==> config.mk <==
export PLATFORM = sky130hd
export DESIGN_NAME = seqgen_framer_tx
export DESIGN_NICKNAME = d
export VERILOG_FILES = /design/src/rtl/seqgen_pkg.sv /design/src/rtl/seqgen_piso.sv /design/src/rtl/seqgen_framer_tx.sv
export SDC_FILE = /design/constraint.sdc
export NUM_CORES = 1
export LEC_CHECK = 0
export BUFFER_PORTS_ARGS = -buffer_cell sky130_fd_sc_hd__buf_2
export CORE_MARGIN = 1
export CORE_UTILIZATION = 40
export DETAILED_ROUTE_END_ITERATION = 10
export SLEW_MARGIN = 20
export SYNTH_ARGS = -nofsm -noshare
export SYNTH_HDL_FRONTEND = slang
export SYNTH_SLANG_ARGS = --single-unit
==> constraint.sdc <==
create_clock -name clock -period 1.88 [get_ports clock]
set_input_delay 0.376 -clock clock [delete_from_list [all_inputs] [get_ports clock]]
set_output_delay 0.376 -clock clock [all_outputs]
set_load 0.02 [all_outputs]
==> src/rtl/seqgen_pkg.sv <==
// Shared definitions for the serial sync-pattern link: FSM encodings and the
// default marker, so transmitter and detector agree on the same pattern.
package seqgen_pkg;

  localparam logic [1:0] ST_IDLE = 2'b00;
  localparam logic [1:0] ST_SYNC = 2'b01;
  localparam logic [1:0] ST_DATA = 2'b10;
  localparam logic [1:0] ST_GAP  = 2'b11;

  localparam int             SYNC_LEN_DEF     = 5;
  localparam logic [4:0]     SYNC_PATTERN_DEF = 5'b10101;

  function automatic int max3(input int a, input int b, input int c);
    int m;
    m = (a > b) ? a : b;
    return (m > c) ? m : c;
  endfunction

endpackage

==> src/rtl/seqgen_piso.sv <==
// Parallel-in serial-out shift register; MSB is presented, shifts toward MSB.
module seqgen_piso #(
  parameter int WIDTH = 8
)(
  input  logic             clock,
  input  logic             reset,
  input  logic             load_i,
  input  logic [WIDTH-1:0] data_i,
  input  logic             shift_i,
  output logic             msb_o
);

  logic [WIDTH-1:0] sr_q, sr_d;

  always_comb begin
    sr_d = sr_q;
    if (load_i)
      sr_d = data_i;
    else if (shift_i)
      sr_d = sr_q << 1;
  end

  always_ff @(posedge clock) begin
    if (reset) sr_q <= '0;
    else       sr_q <= sr_d;
  end

  assign msb_o = sr_q[WIDTH-1];

endmodule

==> src/rtl/seqgen_framer_tx.sv <==
// Serial frame transmitter: sync marker MSB-first, payload MSB-first, then a
// forced zero gap. The line advances only on bit_enable edges.
module seqgen_framer_tx
  import seqgen_pkg::*;
#(
  parameter int                  DATA_WIDTH   = 8,
  parameter int                  SYNC_LEN     = SYNC_LEN_DEF,
  parameter logic [SYNC_LEN-1:0] SYNC_PATTERN = SYNC_PATTERN_DEF,
  parameter int                  IDLE_GAP     = 2
)(
  input  logic                  clock,
  input  logic                  reset,
  input  logic                  bit_enable,
  input  logic [DATA_WIDTH-1:0] data_in,
  input  logic                  data_valid,
  output logic                  data_ready,
  output logic                  serial_bit,
  output logic                  frame_active,
  output logic                  tx_done,
  output logic [1:0]            present_state
);

  localparam int CW = $clog2(max3(SYNC_LEN, DATA_WIDTH, IDLE_GAP) + 1);
  // The marker MSB goes straight to the line on accept, so the marker
  // register starts with it already consumed.
  localparam logic [SYNC_LEN-1:0] MARK_REST = SYNC_PATTERN << 1;

  logic [1:0]    state_q, state_d;
  logic [CW-1:0] cnt_q, cnt_d;
  logic          serial_q, serial_d;
  logic          active_q, active_d;
  logic          done_q, done_d;
  logic          accept, mark_shift, data_shift, mark_msb, data_msb;

  assign data_ready = (state_q == ST_IDLE) && bit_enable;
  assign accept     = data_valid && data_ready;

  always_comb begin
    state_d    = state_q;
    cnt_d      = cnt_q;
    serial_d   = serial_q;
    active_d   = active_q;
    done_d     = 1'b0;
    mark_shift = 1'b0;
    data_shift = 1'b0;
    if (bit_enable) begin
      case (state_q)
        ST_IDLE: begin
          serial_d = 1'b0;
          if (accept) begin
            state_d  = ST_SYNC;
            serial_d = SYNC_PATTERN[SYNC_LEN-1];
            active_d = 1'b1;
            cnt_d    = '0;
          end
        end
        ST_SYNC: begin
          if (cnt_q == CW'(SYNC_LEN - 1)) begin
            state_d    = ST_DATA;
            serial_d   = data_msb;
            data_shift = 1'b1;
            cnt_d      = '0;
          end else begin
            serial_d   = mark_msb;
            mark_shift = 1'b1;
            cnt_d      = cnt_q + 1'b1;
          end
        end
        ST_DATA: begin
          if (cnt_q == CW'(DATA_WIDTH - 1)) begin
            state_d  = ST_GAP;
            serial_d = 1'b0;
            active_d = 1'b0;
            done_d   = 1'b1;
            cnt_d    = '0;
          end else begin
            serial_d   = data_msb;
            data_shift = 1'b1;
            cnt_d      = cnt_q + 1'b1;
          end
        end
        default: begin
          serial_d = 1'b0;
          if (cnt_q == CW'(IDLE_GAP - 1)) begin
            state_d = ST_IDLE;
            cnt_d   = '0;
          end else begin
            cnt_d = cnt_q + 1'b1;
          end
        end
      endcase
    end
  end

  always_ff @(posedge clock) begin
    if (reset) begin
      state_q  <= ST_IDLE;
      cnt_q    <= '0;
      serial_q <= 1'b0;
      active_q <= 1'b0;
      done_q   <= 1'b0;
    end else begin
      state_q  <= state_d;
      cnt_q    <= cnt_d;
      serial_q <= serial_d;
      active_q <= active_d;
      done_q   <= done_d;
    end
  end

  seqgen_piso #(.WIDTH(SYNC_LEN)) u_mark (
    .clock   (clock),
    .reset   (reset),
    .load_i  (accept),
    .data_i  (MARK_REST),
    .shift_i (mark_shift),
    .msb_o   (mark_msb)
  );

  seqgen_piso #(.WIDTH(DATA_WIDTH)) u_data (
    .clock   (clock),
    .reset   (reset),
    .load_i  (accept),
    .data_i  (data_in),
    .shift_i (data_shift),
    .msb_o   (data_msb)
  );

  assign serial_bit    = serial_q;
  assign frame_active  = active_q;
  assign tx_done       = done_q;
  assign present_state = state_q;

endmodule

==> results of run 1 <==
## sequential cells by signal (all words and copies together) (netlist names)
| signal | flops |
|---|---|
| present_state | 2 |
| cnt_q | 4 |
| frame_active | 1 |
| tx_done | 1 |
| u_data.sr_q | 8 |
| serial_bit | 1 |
| u_mark.sr_q | 4 |
## placed cells by master, fill, tap and decap left out, types with 3 or more instances in the layout
cell type / netlist / final
dfxtp_1: 21 / 19
buf_2: 2 / 17
a21oi_1: 14 / 14
o21ai_0: 11 / 11
mux2i_1: 10 / 10
ha_1: 8 / 8
inv_1: 7 / 7
nand2_1: 6 / 6
nand2b_1: 4 / 4
nand3_1: 5 / 4
nor3_1: 5 / 4
nor2_1: 4 / 4
and3_1: 3 / 3
clkbuf_4: 0 / 3
## repair_timing
item,in CTS,in global routing
hold buffers,0,0
hold endpoints to repair,0,0
buffers inserted,0,0
endpoints found under the setup margin,0,7
gates resized for setup,0,4
## layout make-up
class                           count  share of cell area [%]
Multi-Input combinational cell     97                    54.0
Timing Repair Buffer               18                    7.01
Clock inverter                      1                   0.379
Sequential cell                    21                    32.0
Clock buffer                        3                    1.70
Tap cell                           31                    2.94
Inverter                            7                    1.99
## cell usage after synthesis, types with 2 or more instances
cell type  instances
a21oi_1           14
o2111ai_1          2
nand3_1            5
nor2_1             4
mux2i_1           10
inv_1              7
nor3_1             5
and3_1             3
clkbuf_1           3
and2_1             2
buf_2              2
dfxtp_1           21
nand2b_1           4
o21ai_0           11
nand3b_1           2
ha_1               8
nor3b_1            2
nand2_1            6
## critical path, stage by stage, from the launching register on
cell and delay [ns]:
dfxtp_2 0.38, inv_1 0.08, ha_1 0.21, buf_4 0.15
and2_1 0.14, buf_2 0.15
## metal layers
metal	wire length [um]	vias up	global-route usage [%]
met5	0	-	0
met4	28	0	5.23
met3	71	4	3.23
met2	1210	16	30.8
met1	1170	481	21.4
li1	-	517	-
## how the worst max path moves through the flow
stage                                        from                             to  slack [ns]  cells after the start
floorplan           present_state[0]$_SDFFE_PP0P_  present_state[0]$_SDFFE_PP0P_       0.008                      7
global placement    present_state[0]$_SDFFE_PP0P_  present_state[0]$_SDFFE_PP0P_        0.13                      6
detailed placement  present_state[0]$_SDFFE_PP0P_  present_state[0]$_SDFFE_PP0P_        0.06                      6
CTS                 present_state[0]$_SDFFE_PP0P_                     data_ready        0.02                      5
global route        present_state[0]$_SDFFE_PP0P_                     data_ready        0.02                      5
finish              present_state[0]$_SDFFE_PP0P_                     data_ready        0.08                      5
## where the power goes
part	total (mW)	internal, mW	leakage [nW]	switching [mW]
Clock	0.228	0.0796	0.0177	0.148
Sequential	0.549	0.509	0.172	0.0401
Combinational	0.494	0.198	0.303	0.296
## kinds of logic (layout without fill, tap and decap cells)
logic type	after synthesis	after routing	synth area share, %
mux	11	11	9.44
fa+ha+maj	8	8	8.48
flops	21	21	35.6
simple gates	40	40	19.7
buf+inv	14	29	4.77
compound gates	38	38	22.0
==> flow_metrics.tcl, run 1 <==
set metrics [dict create \
    placed_cells 174 \
    r2r_start "cnt_q[1]$_SDFFE_PP0P_" \
    track_usage_pct 17.4 \
    synth-main-ff-cell "dfxtp_1" \
    grt_pass1_vias 1010 \
    die_h_um 56.3 \
    dp_slack_ns 0.0613 \
    layout-drive-gt1-share_pct 21.1 \
    tns_ns 0 \
    syn_area_mm2 0.00118 \
    gp_congestion 0.877 \
    synth.distinct_cells 39 \
    vias 1018 \
    cts_made_buffers 3 \
    rsz0062_at_grt "no" \
    place_area_mm2 0.00128 \
    postLayoutCellArea_mm2 0.00132 \
    initial_utilization_pct 42.4 \
    htreeDepth 1 \
    synth_warnings 0 \
    layout.nets 168 \
    synth_seq_area_share_pct 35.6 \
    synth_enable_flop_cells 0 \
    p_leak_nw 0.493 \
    holdWs_ns 0.295 \
    antenna_found_initial 0 \
    rr_endpoint "present_state[0]$_SDFFE_PP0P_" \
    avgSynthCellArea_um2 8.94 \
    syn_to_final_growth_pct 12.0 \
    synth-seq-cells 21 \
    cp-start-kind "flip-flop" \
    synthCells 132 \
    post-route-util_pct 47.5 \
    grt_overflow 0 \
    hold_depth 3 \
    critical_path_arrival_ns 1.42 \
    synth_top_area_cell "dfxtp_1" \
    max_freq_mhz 555 \
    synth.area.top_cells "dfxtp_1, ha_1, mux2i_1, a21oi_1, o21ai_0" \
    setup_violations 0 \
    syn-num-nets 152 \
    relSlewSlack_pct 69.6 \
    cp-end-kind "output port" \
    die-area_mm2 0.00317 \
    fillCellCount 267 \
    diodes 0 \
    slew_violations 0 \
    viasPerCell 5.72 \
    worst_pin_slew_ns 0.455 \
    finalCriticalPeriod_ns 1.80 \
    grt_pass1_wl_um 4420 \
    wl_per_cell_um 13.9 \
    final_cells 178 \
    multiInputGateArea_um2 713 \
    rows 19 \
    holdCritPathClass "in -> reg" \
    design.core.area_mm2 0.00278 \
    cts.sinks 21 \
    worst-r2r-cell-count 6 \
    fin_ws_ns 0.0793 \
    ios 18 \
    min_period_over_period_pct 95.8 \
    hold_path_startpoint "data_in[0]" \
    worstPathRequired_ns 1.50 \
    wl_um 2480 \
    drc 0 \
    seq_area_um2 423 \
    ir_drop_mv 0.553 \
    clockBufferDepth 2 \
    r2r_slack_ns 0.14 \
    fp.dieW_um 56.3 \
    portBuffers 17 \
    hold_violations 0 \
    first_iter_violations 39 \
    drt_first_pass_iters 4 \
    crit_type "reg -> out" \
    grt_max_degree 18 \
    hpwl_um 1880 \
    p_per_area_mw_per_mm2 961 \
    ys_async_sr_fraction_pct 0 \
    cts_tree "done" \
    clock_skew_ns 0.00698 \
    netlist.area_leader.share_pct 35.6 \
    whs_endpoint "u_data.sr_q[0]$_SDFFE_PP0P_" \
    worstPathMaxFanout 5 \
    max-cap-violations 0 \
    finalPower_mw 1.27 \
    clkTransAtPathRegs_ns 0.13 \
    insertion_delay_ns 0.31 \
    ant_nets 0 \
    status "complete, no violations" \
    clockRootBuffer "clkbuf_4" \
]
Power figures use the tool's default switching activity.
==> run 2, diff against run 1 <==
CTS_BUF_LIST = sky130_fd_sc_hd__clkbuf_8 sky130_fd_sc_hd__clkbuf_16   (was default)
CTS_CLUSTER_SIZE = 10   (was default)
==> run 2 against run 1 <==
Against the previous run: cell count unchanged; final area up 1.2%; first-iteration DRC count down 23%; critical path depth unchanged; core utilization up 0.58 points; maximum frequency up 1.1%; worst hold slack better by 0.057 ns; non-clock buffer count unchanged; register-to-register slack worse by 0.04 ns; combinational power about the same; global-route usage unchanged; count of clock-buffer cells in the layout unchanged; critical path type unchanged; highest routed layer unchanged.
==> flow_metrics.tcl, run 2 (synthesized netlist as in run 1, its figures left out) <==
set metrics [dict create \
    critical_path_arrival_ns 1.41 \
    pwr-share-comb_pct 36.9 \
    status "complete, no violations" \
    vias 1005 \
    switching_power_uw 490 \
    final_common_cell "dfxtp_1" \
    fp.dieW_um 56.3 \
    diodes 0 \
    top_layer_used "met4" \
    layout.nets 168 \
    met2WireLength_um 1160 \
    postCtsSetupRepairBufs 0 \
    p_per_area_mw_per_mm2 1000 \
    clkTransAtPathRegs_ns 0.08 \
    slew_violations 0 \
    holdCritPathClass "in -> reg" \
    cp-end-kind "output port" \
    ant_nets 0 \
    gp_congestion 0.877 \
    insertion_delay_ns 0.26 \
    design.core.area_mm2 0.00278 \
    grt_pass1_wl_um 4410 \
    worstPathMaxFanout 5 \
    switching_share_pct 36.5 \
    relSlewSlack_pct 68.8 \
    portBuffers 17 \
    layout-drive-gt1-share_pct 19.7 \
    cts_made_buffers 3 \
    grt_overflow 0 \
    tns_ns 0 \
    htreeDepth 1 \
    internal_power_uw 851 \
    finalCriticalPeriod_ns 1.78 \
    dp_slack_ns 0.0613 \
    cts_tree "done" \
    p_leak_nw 0.500 \
    ios 18 \
    viasPerCell 5.65 \
    ir_drop_mv 0.589 \
    max_freq_mhz 561 \
    clockRootBuffer "clkbuf_8" \
    first_iter_violations 30 \
    wl_met1_um 1160 \
    clock_skew_ns 0.00496 \
    setup_violations 0 \
    fillCellCount 266 \
    max-cap-violations 0 \
    rows 19 \
    crit_type "reg -> out" \
    hold_violations 0 \
    fin_ws_ns 0.0985 \
    largestRegisters "u_data.sr_q (8), cnt_q (4), u_mark.sr_q (4)" \
    wl_um 2450 \
    worstPathRequired_ns 1.50 \
    cp-start-kind "flip-flop" \
    met3_length_um 85 \
    die_h_um 56.3 \
    clkPwrFrac_pct 22.4 \
    wl_per_cell_um 13.7 \
    drc 0 \
    grt_max_degree 18 \
    worst_pin_slew_ns 0.466 \
    die-area_mm2 0.00317 \
    antenna_found_initial 0 \
    initial_utilization_pct 42.4 \
    rsz0062_at_grt "no" \
    min_period_over_period_pct 94.8 \
    largest_reg_flops 8 \
    syn_to_final_growth_pct 13.4 \
    track_usage_pct 17.4 \
    grt_pass1_vias 1001 \
    layout_common_cells "dfxtp_1, buf_2, a21oi_1, o21ai_0, mux2i_1" \
    hpwl_um 1880 \
    regMostFlops "u_data.sr_q" \
    clockBufferDepth 2 \
    power.share.sequential_pct 40.7 \
    cts.sinks 21 \
    drt_first_pass_iters 4 \
]
==> run 2: cell count changes in the layout (fill, tap and decap cells not counted) <==
cell,before,now
clkbuf_8,0,3
clkbuf_4,3,0
dfxtp_1,19,21
dfxtp_2,2,0
==> run 2: final cells by class <==
type / instances / area, um2 / share of cell area (%)
Tap cell: 31 / 38.8 / 2.90
Inverter: 7 / 26.3 / 1.96
Clock buffer: 3 / 41.3 / 3.09
Clock inverter: 1 / 5.00 / 0.374
Timing Repair Buffer: 18 / 92.6 / 6.92
Multi-Input combinational cell: 97 / 713 / 53.3
Sequential cell: 21 / 420 / 31.4
==> run 2: path summary, 6_finish.rpt <==
kind	from	to	slack, ns	cells after the start
max	present_state[0]$_SDFFE_PP0P_	data_ready	0.1	5
min reg2reg	serial_bit$_SDFFE_PP0P_	serial_bit$_SDFFE_PP0P_	0.48	2
max reg2reg	present_state[0]$_SDFFE_PP0P_	present_state[0]$_SDFFE_PP0P_	0.1	6
min	data_in[0]	u_data.sr_q[0]$_SDFFE_PP0P_	0.35	3
==> run 2: per-stage QoR <==
stage | util [%] | hold WS, ns | instance area [um2] | power (mW) | instances
global placement | 46.1 | 0.460 | 1280 | 1.03 | 174
detailed placement | 46.1 | 0.468 | 1280 | 1.04 | 174
global route | 48.1 | 0.361 | 1340 | 1.43 | 178
finish | 48.1 | 0.352 | 1340 | 1.34 | 178
floorplan | - | 0.449 | 1180 | 0.910 | 132
CTS | 47.7 | 0.352 | 1330 | 1.34 | 178
==> run 2: what timing repair did <==
action / CTS / global route
resized for setup: 0 / 2
hold buffers: 0 / 0
setup endpoints to repair: 0 / 5
==> run 2: routing by layer <==
layer	GRT usage, %	up-vias
met4	6.27	0
li1	-	514
met5	0	-
met1	21.4	465
met3	2.53	5
met2	30.8	21
==> run 2: power groups by stage <==
stage	Combinational, mW	Clock [mW]	Sequential [mW]
after floorplan	0.338	0	0.572
after detailed placement	0.483	0	0.556
after global placement	0.475	0	0.553
after CTS	0.486	0.309	0.546
final	0.495	0.300	0.546
after global routing	0.551	0.320	0.556
==> run 2: critical path, cell delays in order (launching register included) <==
cell	delay [ns]
dfxtp_1	0.39
inv_1	0.10
ha_1	0.21
buf_4	0.15
and2_1	0.14
buf_2	0.15
==> run 3, diff against run 2 <==
--- a/config.mk
+++ b/config.mk
@@ -7,4 +7,5 @@
 export LEC_CHECK = 0
 export BUFFER_PORTS_ARGS = -buffer_cell sky130_fd_sc_hd__buf_2
+export CORE_ASPECT_RATIO = 1.5
 export CORE_MARGIN = 1
 export CORE_UTILIZATION = 40
@@ -12,4 +13,5 @@
 export CTS_CLUSTER_SIZE = 10
 export DETAILED_ROUTE_END_ITERATION = 10
+export SKIP_LAST_GASP = 1
 export SLEW_MARGIN = 20
 export SYNTH_ARGS = -nofsm -noshare
==> constraint.sdc (replaced) <==
create_clock -name clock -period 1.88 [get_ports clock]
set_input_delay 0.282 -clock clock [delete_from_list [all_inputs] [get_ports clock]]
set_output_delay 0.282 -clock clock [all_outputs]
set_load 0.02 [all_outputs]
==> run 3 against run 2 <==
Against the previous run: die area up 0.14%; critical endpoint is now present_state[0]$_SDFFE_PP0P_; first-iteration DRC count down 17%; non-clock buffer count up 4; clock skew fell by 0.0036 ns; combinational power is 4.0% higher; critical path type is now reg -> reg; clock power barely moved; critical path depth is 1 higher; routed wire length is 5.8% higher; total power up 1.5%; sequential share of layout area shrank 0.63 points; highest routed layer unchanged; core utilization grew 1.8 points; setup slack worse by 0.036 ns; largest cell class unchanged.
==> flow_metrics.tcl, run 3 (synthesized netlist as in run 1, its figures left out) <==
set metrics [dict create \
    track_usage_pct 19.4 \
    dp_slack_ns 0.0918 \
    wl_um 2590 \
    max_freq_mhz 550 \
    design.core.area_mm2 0.00273 \
    cts.sinks 21 \
    cts_hold_buffers 0 \
    status "complete, no violations" \
    grt_pass1_vias 1033 \
    postCtsSetupRepairBufs 0 \
    setup_violations 0 \
    grt_overflow 0 \
    seq_area_um2 420 \
    fp.dieW_um 46.3 \
    cts_resized 0 \
    place_area_mm2 0.00132 \
    p_leak_nw 0.518 \
    holdWs_ns 0.262 \
    critical_path_arrival_ns 1.97 \
    largestRegisters "u_data.sr_q (8), cnt_q (4), u_mark.sr_q (4)" \
    p_per_area_mw_per_mm2 997 \
    holdCritPathClass "in -> reg" \
    fin_ws_ns 0.0626 \
    initial_utilization_pct 43.2 \
    syn_to_final_growth_pct 15.7 \
    clockRootBuffer "clkbuf_8" \
    r2r_slack_ns 0.06 \
    max-cap-violations 0 \
    worstPathMaxFanout 7 \
    clkTransAtPathRegs_ns 0.08 \
    clock_skew_ns 0.00131 \
    portBuffers 17 \
    final_common_cell "dfxtp_1" \
    cts_tree "done" \
    fillCellCount 290 \
    drc 0 \
    layout-drive-gt1-share_pct 20.5 \
    hold_violations 0 \
    slew_violations 0 \
    ant_nets 0 \
    cp-start-kind "flip-flop" \
    viasPerCell 5.45 \
    rsz0062_at_grt "yes" \
    finalCriticalPeriod_ns 1.82 \
    regMostFlops "u_data.sr_q" \
    clockBufferDepth 2 \
    drt_first_pass_iters 4 \
    htreeDepth 1 \
    die_h_um 68.5 \
    hpwl_um 2020 \
    antenna_found_initial 0 \
    layout_common_cells "dfxtp_1, buf_2, a21oi_1, o21ai_0, mux2i_1" \
    grt_max_degree 18 \
    gp_congestion 0.862 \
    first_iter_violations 25 \
    ir_drop_mv 0.576 \
    worst_pin_slew_ns 0.456 \
    relSlewSlack_pct 69.5 \
    postLayoutCellArea_mm2 0.00137 \
    vias 1024 \
    cp-end-kind "flip-flop" \
    post-route-util_pct 49.9 \
    crit_type "reg -> reg" \
    min_period_over_period_pct 96.7 \
    multiInputGateArea_um2 703 \
    die-area_mm2 0.00318 \
    ios 18 \
    diodes 0 \
    wl_per_cell_um 13.8 \
    tns_ns 0 \
    worstPathRequired_ns 2.04 \
    grt_pass1_wl_um 4450 \
    cts_made_buffers 3 \
    rows 23 \
    largest_reg_flops 8 \
    layout.nets 172 \
    insertion_delay_ns 0.26 \
]
## run 3: changes by cell type in the layout (fill, tap and decap cells not counted), sizes merged
cell / previous run / this run
buf: 18 / 22
## run 3: layout make-up
class                      instances  share of cell area [%]
clock buffer                       3                    3.02
clock inverter                     1                   0.367
inverter                           7                    1.92
multi-input combinational         97                    51.5
sequential                        21                    30.8
tap                               37                    3.39
timing repair buffer              22                    8.98
## run 3: metal layers
layer	GRT usage [%]	vias to the layer above	part of all wire (%)
met5	0	-	0
met3	2.34	7	2.8
met2	37.2	22	55
met4	9.19	0	2.5
met1	19.6	478	40
li1	-	517	-
## run 3: metrics by stage
stage | cells | power [mW]
floorplan | 132 | 0.910
global placement | 184 | 1.06
detailed placement | 184 | 1.07
CTS | 188 | 1.37
global route | 188 | 1.46
finish | 188 | 1.36
## run 3: final timing paths
| check | start | end | cells after the start |
|---|---|---|---|
| max | present_state[1]$_SDFFE_PP0P_ | present_state[0]$_SDFFE_PP0P_ | 6 |
| min | data_in[0] | u_data.sr_q[0]$_SDFFE_PP0P_ | 3 |
| max reg2reg | present_state[1]$_SDFFE_PP0P_ | present_state[0]$_SDFFE_PP0P_ | 6 |
| min reg2reg | frame_active$_SDFFE_PP0P_ | frame_active$_SDFFE_PP0P_ | 2 |
## run 3: critical path: stages (launching register included)
cell and delay, ns:
dfxtp_1 0.39, inv_1 0.09, ha_1 0.28, nor2_1 0.14, o221ai_2 0.16, nor3_1 0.29
mux2_2 0.36
## run 3: report_power, final
group	total, mW	internal, mW	leakage, nW	switching (mW)
combinational	0.515	0.212	0.321	0.303
sequential	0.547	0.506	0.172	0.0414
clock	0.299	0.148	0.0255	0.151
total	1.36	0.866	0.518	0.495
